### src/rtl/uart_tx_arbiter_if.sv
// rtl/uart_tx_arbiter_if.sv - requester and UART transmitter handshake bundle for uart_tx_arbiter
interface uart_tx_arbiter_if #(
  parameter int NUM_REQ = 4
) ();
  logic [NUM_REQ-1:0]   i_req_valid;
  logic [8*NUM_REQ-1:0] i_req_data;
  logic [NUM_REQ-1:0]   i_req_last;
  logic [NUM_REQ-1:0]   o_req_ready;
  logic [7:0]           o_tx_data;
  logic                 o_tx_valid;
  logic                 i_tx_ready;

  // slave is the arbiter side, master is the requesters plus transmitter side
  modport slave (
    input  i_req_valid, i_req_data, i_req_last, i_tx_ready,
    output o_req_ready, o_tx_data, o_tx_valid
  );

  modport master (
    output i_req_valid, i_req_data, i_req_last, i_tx_ready,
    input  o_req_ready, o_tx_data, o_tx_valid
  );
endinterface

### src/rtl/uart_tx_arbiter.sv
// rtl/uart_tx_arbiter.sv - round-robin frame arbiter sharing one UART transmitter with stall timeout
module uart_tx_arbiter #(
  parameter int NUM_REQ      = 4,
  parameter int TIMEOUT_CLKS = 1024
) (
  input  logic                       i_clk,
  input  logic                       i_rst,
  uart_tx_arbiter_if.slave           bus,
  output logic [$clog2(NUM_REQ)-1:0] o_grant,
  output logic                       o_busy,
  output logic                       o_timeout
);
  localparam int GW = $clog2(NUM_REQ);
  localparam int SW = (TIMEOUT_CLKS > 0) ? $clog2(TIMEOUT_CLKS + 1) : 1;

  typedef enum logic {IDLE, GRANT} state_t;

  state_t        state;
  logic [GW-1:0] rr_ptr;
  logic [GW-1:0] pick;
  logic [GW-1:0] next_ptr;
  logic          pick_found;
  logic [SW-1:0] stall_cnt;
  logic          own_valid;
  logic          own_last;
  logic          xfer;
  logic          stall_expired;

  // first valid requester at or above rr_ptr, wrapping past NUM_REQ-1
  always_comb begin
    logic [GW:0]   sum;
    logic [GW-1:0] idx;
    sum        = '0;
    idx        = '0;
    pick       = '0;
    pick_found = 1'b0;
    for (int i = 0; i < NUM_REQ; i++) begin
      sum = {1'b0, rr_ptr} + (GW+1)'(i);
      if (sum >= (GW+1)'(NUM_REQ)) begin
        sum = sum - (GW+1)'(NUM_REQ);
      end
      idx = sum[GW-1:0];
      if (!pick_found && bus.i_req_valid[idx]) begin
        pick_found = 1'b1;
        pick       = idx;
      end
    end
  end

  assign next_ptr      = (o_grant == GW'(NUM_REQ - 1)) ? '0 : o_grant + GW'(1);
  assign own_valid     = bus.i_req_valid[o_grant];
  assign own_last      = bus.i_req_last[o_grant];
  assign xfer          = (state == GRANT) && own_valid && bus.i_tx_ready;
  // fires on the stall cycle that would bring the count to TIMEOUT_CLKS
  assign stall_expired = (TIMEOUT_CLKS > 0) && (stall_cnt == SW'(TIMEOUT_CLKS - 1));

  always_comb begin
    bus.o_tx_data   = '0;
    bus.o_tx_valid  = 1'b0;
    bus.o_req_ready = '0;
    if (state == GRANT) begin
      bus.o_tx_data            = bus.i_req_data[{o_grant, 3'b000} +: 8];
      bus.o_tx_valid           = own_valid;
      bus.o_req_ready[o_grant] = bus.i_tx_ready;
    end
  end

  always_ff @(posedge i_clk) begin
    if (i_rst) begin
      state     <= IDLE;
      rr_ptr    <= '0;
      o_grant   <= '0;
      o_busy    <= 1'b0;
      o_timeout <= 1'b0;
      stall_cnt <= '0;
    end else begin
      o_timeout <= 1'b0;
      case (state)
        IDLE: begin
          stall_cnt <= '0;
          if (pick_found) begin
            state   <= GRANT;
            o_grant <= pick;
            o_busy  <= 1'b1;
          end
        end
        GRANT: begin
          if (xfer) begin
            stall_cnt <= '0;
            if (own_last) begin
              state  <= IDLE;
              o_busy <= 1'b0;
              rr_ptr <= next_ptr;
            end
          end else if (!own_valid) begin
            if (stall_expired) begin
              state     <= IDLE;
              o_busy    <= 1'b0;
              o_timeout <= 1'b1;
              rr_ptr    <= next_ptr;
              stall_cnt <= '0;
            end else if (TIMEOUT_CLKS > 0) begin
              stall_cnt <= stall_cnt + SW'(1);
            end
          end
        end
        default: state <= IDLE;
      endcase
    end
  end
endmodule

### src/flat_wrapper.sv
// flat-port wrapper written by rule: the top's interface ports become plain ports
module uart_tx_arbiter_flat 
#(
  parameter int NUM_REQ      = 4,
  parameter int TIMEOUT_CLKS = 1024
)
  (i_clk, i_rst, o_grant, o_busy, o_timeout, bus_i_req_valid, bus_i_req_data, bus_i_req_last, bus_i_tx_ready, bus_o_req_ready, bus_o_tx_data, bus_o_tx_valid);
  uart_tx_arbiter_if #(.NUM_REQ(NUM_REQ)) bus_i ();
  input  logic i_clk;
  input  logic i_rst;
  output logic [$clog2(NUM_REQ)-1:0] o_grant;
  output logic o_busy;
  output logic o_timeout;
  input wire logic [$bits(bus_i.i_req_valid)-1:0] bus_i_req_valid;
  input wire logic [$bits(bus_i.i_req_data)-1:0] bus_i_req_data;
  input wire logic [$bits(bus_i.i_req_last)-1:0] bus_i_req_last;
  input wire logic [$bits(bus_i.i_tx_ready)-1:0] bus_i_tx_ready;
  output wire logic [$bits(bus_i.o_req_ready)-1:0] bus_o_req_ready;
  output wire logic [$bits(bus_i.o_tx_data)-1:0] bus_o_tx_data;
  output wire logic [$bits(bus_i.o_tx_valid)-1:0] bus_o_tx_valid;
  assign bus_i.i_req_valid = bus_i_req_valid;
  assign bus_i.i_req_data = bus_i_req_data;
  assign bus_i.i_req_last = bus_i_req_last;
  assign bus_i.i_tx_ready = bus_i_tx_ready;
  assign bus_o_req_ready = bus_i.o_req_ready;
  assign bus_o_tx_data = bus_i.o_tx_data;
  assign bus_o_tx_valid = bus_i.o_tx_valid;
  uart_tx_arbiter #(.NUM_REQ(NUM_REQ), .TIMEOUT_CLKS(TIMEOUT_CLKS)) u_core (.i_clk(i_clk), .i_rst(i_rst), .bus(bus_i), .o_grant(o_grant), .o_busy(o_busy), .o_timeout(o_timeout));
endmodule
### config.mk
export PLATFORM = sky130hd
export DESIGN_NAME = uart_tx_arbiter_flat
export DESIGN_NICKNAME = d
export VERILOG_FILES = /design/src/rtl/uart_tx_arbiter_if.sv /design/src/rtl/uart_tx_arbiter.sv /design/src/flat_wrapper.sv
export SDC_FILE = /design/constraint.sdc
export NUM_CORES = 1
export LEC_CHECK = 0
export BUFFER_PORTS_ARGS = -buffer_cell sky130_fd_sc_hd__buf_4
export CELL_PAD_IN_SITES_DETAIL_PLACEMENT = 2
export CELL_PAD_IN_SITES_GLOBAL_PLACEMENT = 2
export CORE_UTILIZATION = 28
export CTS_CLUSTER_SIZE = 20
export DETAILED_ROUTE_END_ITERATION = 8
export PLACE_DENSITY = 0.89
export SKIP_LAST_GASP = 1
export SYNTH_ARGS = -nofsm -noshare
export SYNTH_HDL_FRONTEND = slang
export SYNTH_SLANG_ARGS = --single-unit
### constraint.sdc
create_clock -name i_clk -period 5.1 [get_ports i_clk]
set_input_delay 0.51 -clock i_clk [delete_from_list [all_inputs] [get_ports i_clk]]
set_output_delay 0.51 -clock i_clk [all_outputs]
set_load 0.02 [all_outputs]
==> results of run 1 <==
## registers in the layout (all words and copies together), names as in the netlist
name              flops
u_core.stall_cnt     11
u_core.o_grant        2
u_core.o_busy         1
u_core.o_timeout      1
u_core.rr_ptr         2
u_core.state          1
## layout make-up
type	count	share of cell area (%)
Clock buffer	4	3.016
Inverter	5	1.028
Multi-Input combinational cell	109	48.39
Sequential cell	18	19.74
Tap cell	52	3.564
Timing Repair Buffer	59	24.26
## metrics by stage
step | cells | utilization (%)
global placement | 243 | 39.84
global route | 247 | 41.08
CTS | 247 | 41.08
floorplan | 138 | -
finish | 247 | 41.08
detailed placement | 243 | 39.84
## per-layer routing
layer	up-vias	track usage [%]	part of all wire (%)
met3	11	2.849	1.8
met2	18	41.75	57
li1	622	-	-
met5	-	0	0
met1	670	23.66	39
met4	0	5.778	1.9
## cell usage in the layout, fill, tap and decap left out, types with 2 or more instances in the layout
| cell | synthesis | layout |
|---|---|---|
| mux4_1 | 2 | 2 |
| nand3_1 | 3 | 3 |
| nor2b_1 | 3 | 3 |
| nand4_1 | 2 | 2 |
| nand3b_1 | 2 | 2 |
| dfxtp_1 | 18 | 18 |
| and2_1 | 9 | 9 |
| a211o_1 | 2 | 2 |
| and3_1 | 4 | 4 |
| xnor2_1 | 5 | 5 |
| clkbuf_8 | 2 | 4 |
| o21ai_0 | 3 | 3 |
| nand2b_1 | 5 | 5 |
| a311oi_1 | 2 | 2 |
| nor3_1 | 3 | 3 |
| o221ai_1 | 2 | 2 |
| a21oi_1 | 12 | 12 |
| inv_1 | 5 | 5 |
| nor2_1 | 13 | 13 |
| buf_4 | 0 | 59 |
| mux4_2 | 8 | 8 |
| nand2_1 | 7 | 7 |
| or3_1 | 2 | 2 |
| ha_1 | 5 | 5 |
## power groups by stage
| stage | registers [mW] | logic [mW] | clock network [mW] |
|---|---|---|---|
| after floorplan | 0.156 | 0.0833 | 0 |
| after CTS | 0.163 | 0.138 | 0.121 |
| after global routing | 0.165 | 0.146 | 0.125 |
| after detailed placement | 0.166 | 0.137 | 0 |
| after global placement | 0.165 | 0.129 | 0 |
| final | 0.162 | 0.137 | 0.118 |
## cell families after synthesis
logic type / Yosys count / synth area share [%]
and+or+nand+nor: 58 / 24.24
AOI/OAI and AO/OA: 29 / 15.21
DFF: 18 / 27.38
muxes: 12 / 19.58
buffers and inverters: 11 / 5.513
xor gates and xnor gates: 5 / 3.327
adders and majority gates: 5 / 4.753
## worst max-delay path: stages, from the launching register on
cell and delay (ns):
dfxtp_1 0.85, mux4_2 0.74, or4_4 0.62, a21boi_4 0.21, mux2_4 0.31
## Yosys cell counts (3+ instances only)
master / number / share of area [%]
dfxtp_1: 18 / 27
nor2_1: 13 / 3.7
a21oi_1: 12 / 4.6
and2_1: 9 / 4.3
mux4_2: 8 / 14
nand2_1: 7 / 2.0
ha_1: 5 / 4.8
inv_1: 5 / 1.4
nand2b_1: 5 / 2.4
xnor2_1: 5 / 3.3
and3_1: 4 / 1.9
nand3_1: 3 / 1.1
nor2b_1: 3 / 1.4
nor3_1: 3 / 1.1
o21ai_0: 3 / 1.1
## worst max path at each step
stage                       endpoint  slack, ns
finish              u_core.rr_ptr[0]       2.26
global route        u_core.rr_ptr[0]       2.08
CTS                 u_core.rr_ptr[0]       2.25
detailed placement  u_core.rr_ptr[0]       2.26
global placement    u_core.rr_ptr[0]       2.34
floorplan           u_core.rr_ptr[0]       2.79
==> metrics.md, run 1 <==
| Metric | Value |
|---|---|
| Switch share | about 31% |
| Hold EP | u_core.stall_cnt[10] |
| Fin crit period | 2.835 ns |
| Vert. Die Dim | 70.57 um |
| Vias in the first global route | 1484 |
| Outcome | finished with violations |
| Iter 0 DRT Violations | 29 |
| Die X | approximately 70 um |
| Max rail drop VDD | around 0.00013 V |
| Failing checks | DRC |
| NetSw | between 100 and 150 uW |
| Worst R2R Start | u_core.o_grant[0] |
| Synthesized Nets | 186 |
| Least-Margin Pin Slew | 0.8132 ns |
| Startpoint types | flop |
| Sequential cell area | 360.3 um2 |
| Leakage power | approximately 0.75 nW |
| Synth warn | 0 |
| Internal Pwr Total | about 290 uW |
| RSZ-0062 raised after global routing | no |
| Num CTS Buffers | 3 |
| Final Power | 417.9 uW |
| Routed via count | 1321 |
| WL final | 5033 um |
| First-pass GRT wire length | 8010 um |
| GRT overflow | 0 |
| Initial antenna violation count | 0 |
| Final hold vios | 0 |
| Design Area, Final | 0.001826 mm2 |
| Drt pass-1 iters | 6 |
| Pins Over Slew Limit | 0 |
| Sum Neg Setup Slack | 0 ns |
| Final setup margin | 2.265 ns |
| Prevailing post-synth register cell | dfxtp_1 |
| Distinct cells, synth | 42 |
| Worst hold slack | ~0.47 ns |
| Relative slew slack | ~46% |
| Period utilisation layout | a little under three fifths |
| CP endpoint kind | flop |
| Post-CTS Hold Buffers | 0 |
| Clk_lat worst skew | 0.26 ns |
| Seq cells post-synth | 18 |
| Core region area | roughly 0.0044 mm2 |
| Hold Crit Start | u_core.stall_cnt[10] |
| Largest net degree at the start of global routing | 21 |
| CP startpoint | u_core.o_grant[0] |
| Post-synth EDFFs | 0 |
| Cell Area, Synth | ~0.0013 mm2 |
| Max_cap viols | 0 |
| Setup violators final | 0 |
| Post-CTS Setup Bufs | 0 |
| HP Class | reg2reg |
| Critical Path RT | 5.25 ns |
| Fillers | 493 |
| Antenna diodes | 0 |
| Total clock sinks | 18 |
| FP Rows | 24 |
| Clock Skew | 0.007702 ns |
| Initial Util | 29.62% |
| Pre-CTS setup slack | 2.262 ns |
| CTS resizes | 0 |
| Placer's final routability congestion estimate | 0.7932 |
| # H-tree levels | 1 |
| CTS tree | done |
| Multi-input logic area | 883.3 um2 |
| Cell Area, Placed | 0.001770 mm2 |
| Die area | around 0.005 mm2 |
| Reg2reg end | u_core.rr_ptr[0] |
| Critical path peak fanout | 16 |
| Gate Count Post-Synth | 138 |
| Antenna Nets Post-Route | 0 |
| DRC | 4 |
| Reg clk slew, reported paths | 0.06 ns |
| Avg Cell Area, Syn | roughly 9.5 um2 |
| Hold Path Stages | 1 |
| Area Growth Syn to Fin | 38.69% |
| Root Driver | clkbuf_8 |
| Drt via density | 5.348 |
| R2R cell count | 4 |
| Drt wl/cell | 20.38 um |
| IO Pins | 60 |
| Arr. time, crit path | 2.98 ns |
| NumNets Final | 244 |
| Post-DP HPWL | between 4000 and 5000 um |
| R2R setup slack | ~2.3 ns |
| Logic pwr share | 32.8% |
| Fmax | 352.7 MHz |
| Post-synthesis sequential area ratio | 27.38% |
| Buffers added on ports | 59 |
| Crit path kind | reg2reg |
| Max clock buf depth | 2 |
| Total GRT Usage | 21.16% |
| Post-synth ARST share | 0% |
| P per Cell Area | roughly 230 mW/mm2 |
| Share of post-route cells with drive strength above 1 | 38.97% |
| Clock share of power | 28.3% |
| Sequential power share | 38.9% |
(Power assumes the default switching activity.)
==> run 2: changes to the inputs <==
CORE_UTILIZATION = 24   (was 28)
PLACE_DENSITY = 0.82   (was 0.89)
clock period = 2.5 ns   (was 5.1 ns; I/O delays follow)
==> run 2 against run 1 <==
  * Sequential power rose by 97%
  * Non-clock buffer count rose by 4
  * Routed wire length fell by 15%
  * First-iteration DRC count fell by 24%
  * Largest cell class unchanged
  * Power rose by 93%
  * Fmax rose by 33%
  * Critical path type unchanged
  * Critical path depth did not move
  * The run now ends clean
  * Register-to-register slack got worse by 1.9 ns
==> metrics.md, run 2 (synthesis gave the netlist of run 1 again) <==
| Metric | Value |
|---|---|
| NumNets Final | 248 (+1.6%) |
| DRC | 0 (-4) |
| Initial antenna violation count | 0 (unchanged) |
| CTS resizes | 0 (unchanged) |
| Fin crit period | 2.130 ns (-0.7050 ns) |
| Cells along the critical path | mux4_2, or4_4, a21boi_4, mux2_4 |
| Total GRT Usage | 15.62% (-5.5 points) |
| Switch share | 30.89% (-0.42 points) |
| Root Driver | clkbuf_8 |
| Outcome | finished, final reports clean |
| Clock share of power | 24.8% (-3.5 points) |
| Reg2reg end | u_core.rr_ptr[0] |
| Worst R2R Start | u_core.o_grant[0] |
| Internal Pwr Total | 556.7 uW (+94%) |
| Clk_lat worst skew | 0.25 ns (about the same) |
| NetSw | 248.8 uW (+90%) |
| Max clock buf depth | 2 (unchanged) |
| CP endpoint | u_core.rr_ptr[0] |
| Antenna Nets Post-Route | 0 (unchanged) |
| Die area | 0.005784 mm2 (+16%) |
| HP Class | in2reg |
| Critical Path RT | 2.64 ns (-2.61 ns) |
| Commonest non-fill, non-tap cells in the layout | buf_4, dfxtp_1, nor2_1, a21oi_1, and2_1 |
| Final setup margin | 0.3697 ns (-1.895 ns) |
| CP Buf/Inv Count | 0 (unchanged) |
| Final Power | 805.5 uW (+93%) |
| Vias in the first global route | 1440 (-3.0%) |
| Arr. time, crit path | 2.27 ns (-0.71 ns) |
| P per Cell Area | 432.1 mW/mm2 (+89%) |
| Die X | 76.06 um (+7.8%) |
| Reg clk slew, reported paths | 0.06 ns (about the same) |
| CP endpoint kind | flop |
| Placer's final routability congestion estimate | 0.7901 (-0.39%) |
| Iter 0 DRT Violations | 22 (-24%) |
| Relative slew slack | 61.17% (+15 points) |
| Drt pass-1 iters | 4 (-2) |
| GRT overflow | 0 (unchanged) |
| Critical path peak fanout | 3 (-13) |
| Placed Cells | 265 (+9.1%) |
| R2R cell count | 4 (unchanged) |
| Hold Path Stages | 2 (+1) |
| Max rail drop VDD | 0.0003401 V (+170%) |
| Post-CTS Setup Bufs | 0 (unchanged) |
| Total clock sinks | 18 (unchanged) |
| Sequential power share | 39.6% (+0.7 points) |
| Period utilisation layout | 85.21% (+30 points) |
| Final Instance Count excl. Fillers | 268 (+8.5%) |
| Worst hold slack | 0.2642 ns (-0.2063 ns) |
| Core region area | 0.005205 mm2 (+17%) |
| IO Pins | 60 (unchanged) |
| Cell Area, Placed | 0.001823 mm2 (+3.0%) |
| Initial Util | 25.29% (-4.3 points) |
| Logic pwr share | 35.6% (+2.8 points) |
| Buffers added on ports | 59 (unchanged) |
| Largest register FFs | 11 (unchanged) |
| Sum Neg Setup Slack | 0 ns (unchanged) |
| Fillers | 589 (+19%) |
| Leakage power | 0.7597 nW (+1.7%) |
| Drt via density | 4.843 (-9.4%) |
| CTS tree | done |
| CP startpoint | u_core.o_grant[0] |
| Routed via count | 1298 (-1.7%) |
| Max_cap viols | 0 (unchanged) |
| Drt wl/cell | 15.99 um (-22%) |
| Levels on crit path | 4 (unchanged) |
| Final core occ | 35.82% (-5.3 points) |
| Post-DP HPWL | 3472 um (-15%) |
| Top reg by flops | u_core.stall_cnt |
| Clock Skew | 0.002758 ns (-0.004944 ns) |
| Design Area, Final | 0.001864 mm2 (+2.1%) |
| WL final | 4285 um (-15%) |
| # H-tree levels | 1 (unchanged) |
| Startpoint types | flop |
| Largest regs | u_core.stall_cnt (11), u_core.o_grant (2), u_core.rr_ptr (2) |
| Post-CTS Hold Buffers | 0 (unchanged) |
| Vert. Die Dim | 76.06 um (+7.8%) |
| Num CTS Buffers | 3 (unchanged) |
| Slowest stage delay, CP | 0.59 ns (-0.26 ns) |
| Setup violators final | 0 (unchanged) |
| Commonest non-fill, non-tap cell in the layout | buf_4 |
| First-pass GRT wire length | 7176 um (-10%) |
| R2R setup slack | 0.37 ns (-1.90 ns) |
| RSZ-0062 raised after global routing | no |
| Critical path's slowest cell | or4_4 |
| Area Growth Syn to Fin | 41.64% |
| Pre-CTS setup slack | 0.3954 ns (-1.867 ns) |
| CP top delay family | multiplexers |
| Largest net degree at the start of global routing | 21 (unchanged) |
| Pins Over Slew Limit | 0 (unchanged) |
| FP Rows | 26 (+8.3%) |
| Crit path kind | reg2reg |
| Least-Margin Pin Slew | 0.5817 ns (-0.2316 ns) |
| Antenna diodes | 0 (unchanged) |
| Fmax | 469.4 MHz (+33%) |
| Share of post-route cells with drive strength above 1 | 39.90% (+0.92 points) |
| Final hold vios | 0 (unchanged) |
==> run 2: changes by cell type in the layout (fill, tap and decap cells not counted), sizes merged <==
cell | before | now
buf | 59 | 63
clkbuf | 4 | 3
==> run 2: final cells by class <==
cell class / count / area [um2] / area share [%]
clock buffer: 3 / 41.29 / 2.215
tap: 70 / 87.58 / 4.698
sequential: 18 / 360.3 / 19.33
multi-input combinational: 109 / 883.3 / 47.38
inverter: 5 / 18.77 / 1.007
timing repair buffer: 63 / 473.0 / 25.37
==> run 2: how the worst min path moves through the flow <==
stage,from,end,slack (ns)
floorplan,i_rst,u_core.o_timeout,0.43
global placement,u_core.stall_cnt[10],u_core.stall_cnt[10],0.46
detailed placement,u_core.stall_cnt[10],u_core.stall_cnt[10],0.46
CTS,i_rst,u_core.o_grant[0],0.26
global route,i_rst,u_core.stall_cnt[6],0.28
finish,i_rst,u_core.o_grant[1],0.26
==> run 2: metal layers <==
metal  track usage [%]  share of wire (%)  vias up
li1                  -                  -      635
met1             18.56                 44      631
met2             28.64                 51       28
met3             2.635                2.9        4
met4             4.615                1.3        0
met5                 0                  0        -
==> run 2: worst register-to-register path: stages (launching register included) <==
cell      delay [ns]
dfxtp_1         0.37
mux4_2          0.55
or4_4           0.59
a21boi_4        0.20
mux2_4          0.31
==> run 2: power groups by stage <==
stage / registers [mW] / clock network [mW] / logic [mW]
3_3_place_gp: 0.325 / 0 / 0.283
2_1_floorplan: 0.319 / 0 / 0.170
6_report: 0.319 / 0.200 / 0.287
3_5_place_dp: 0.326 / 0 / 0.290
5_1_grt: 0.322 / 0.220 / 0.312
4_1_cts: 0.319 / 0.209 / 0.291
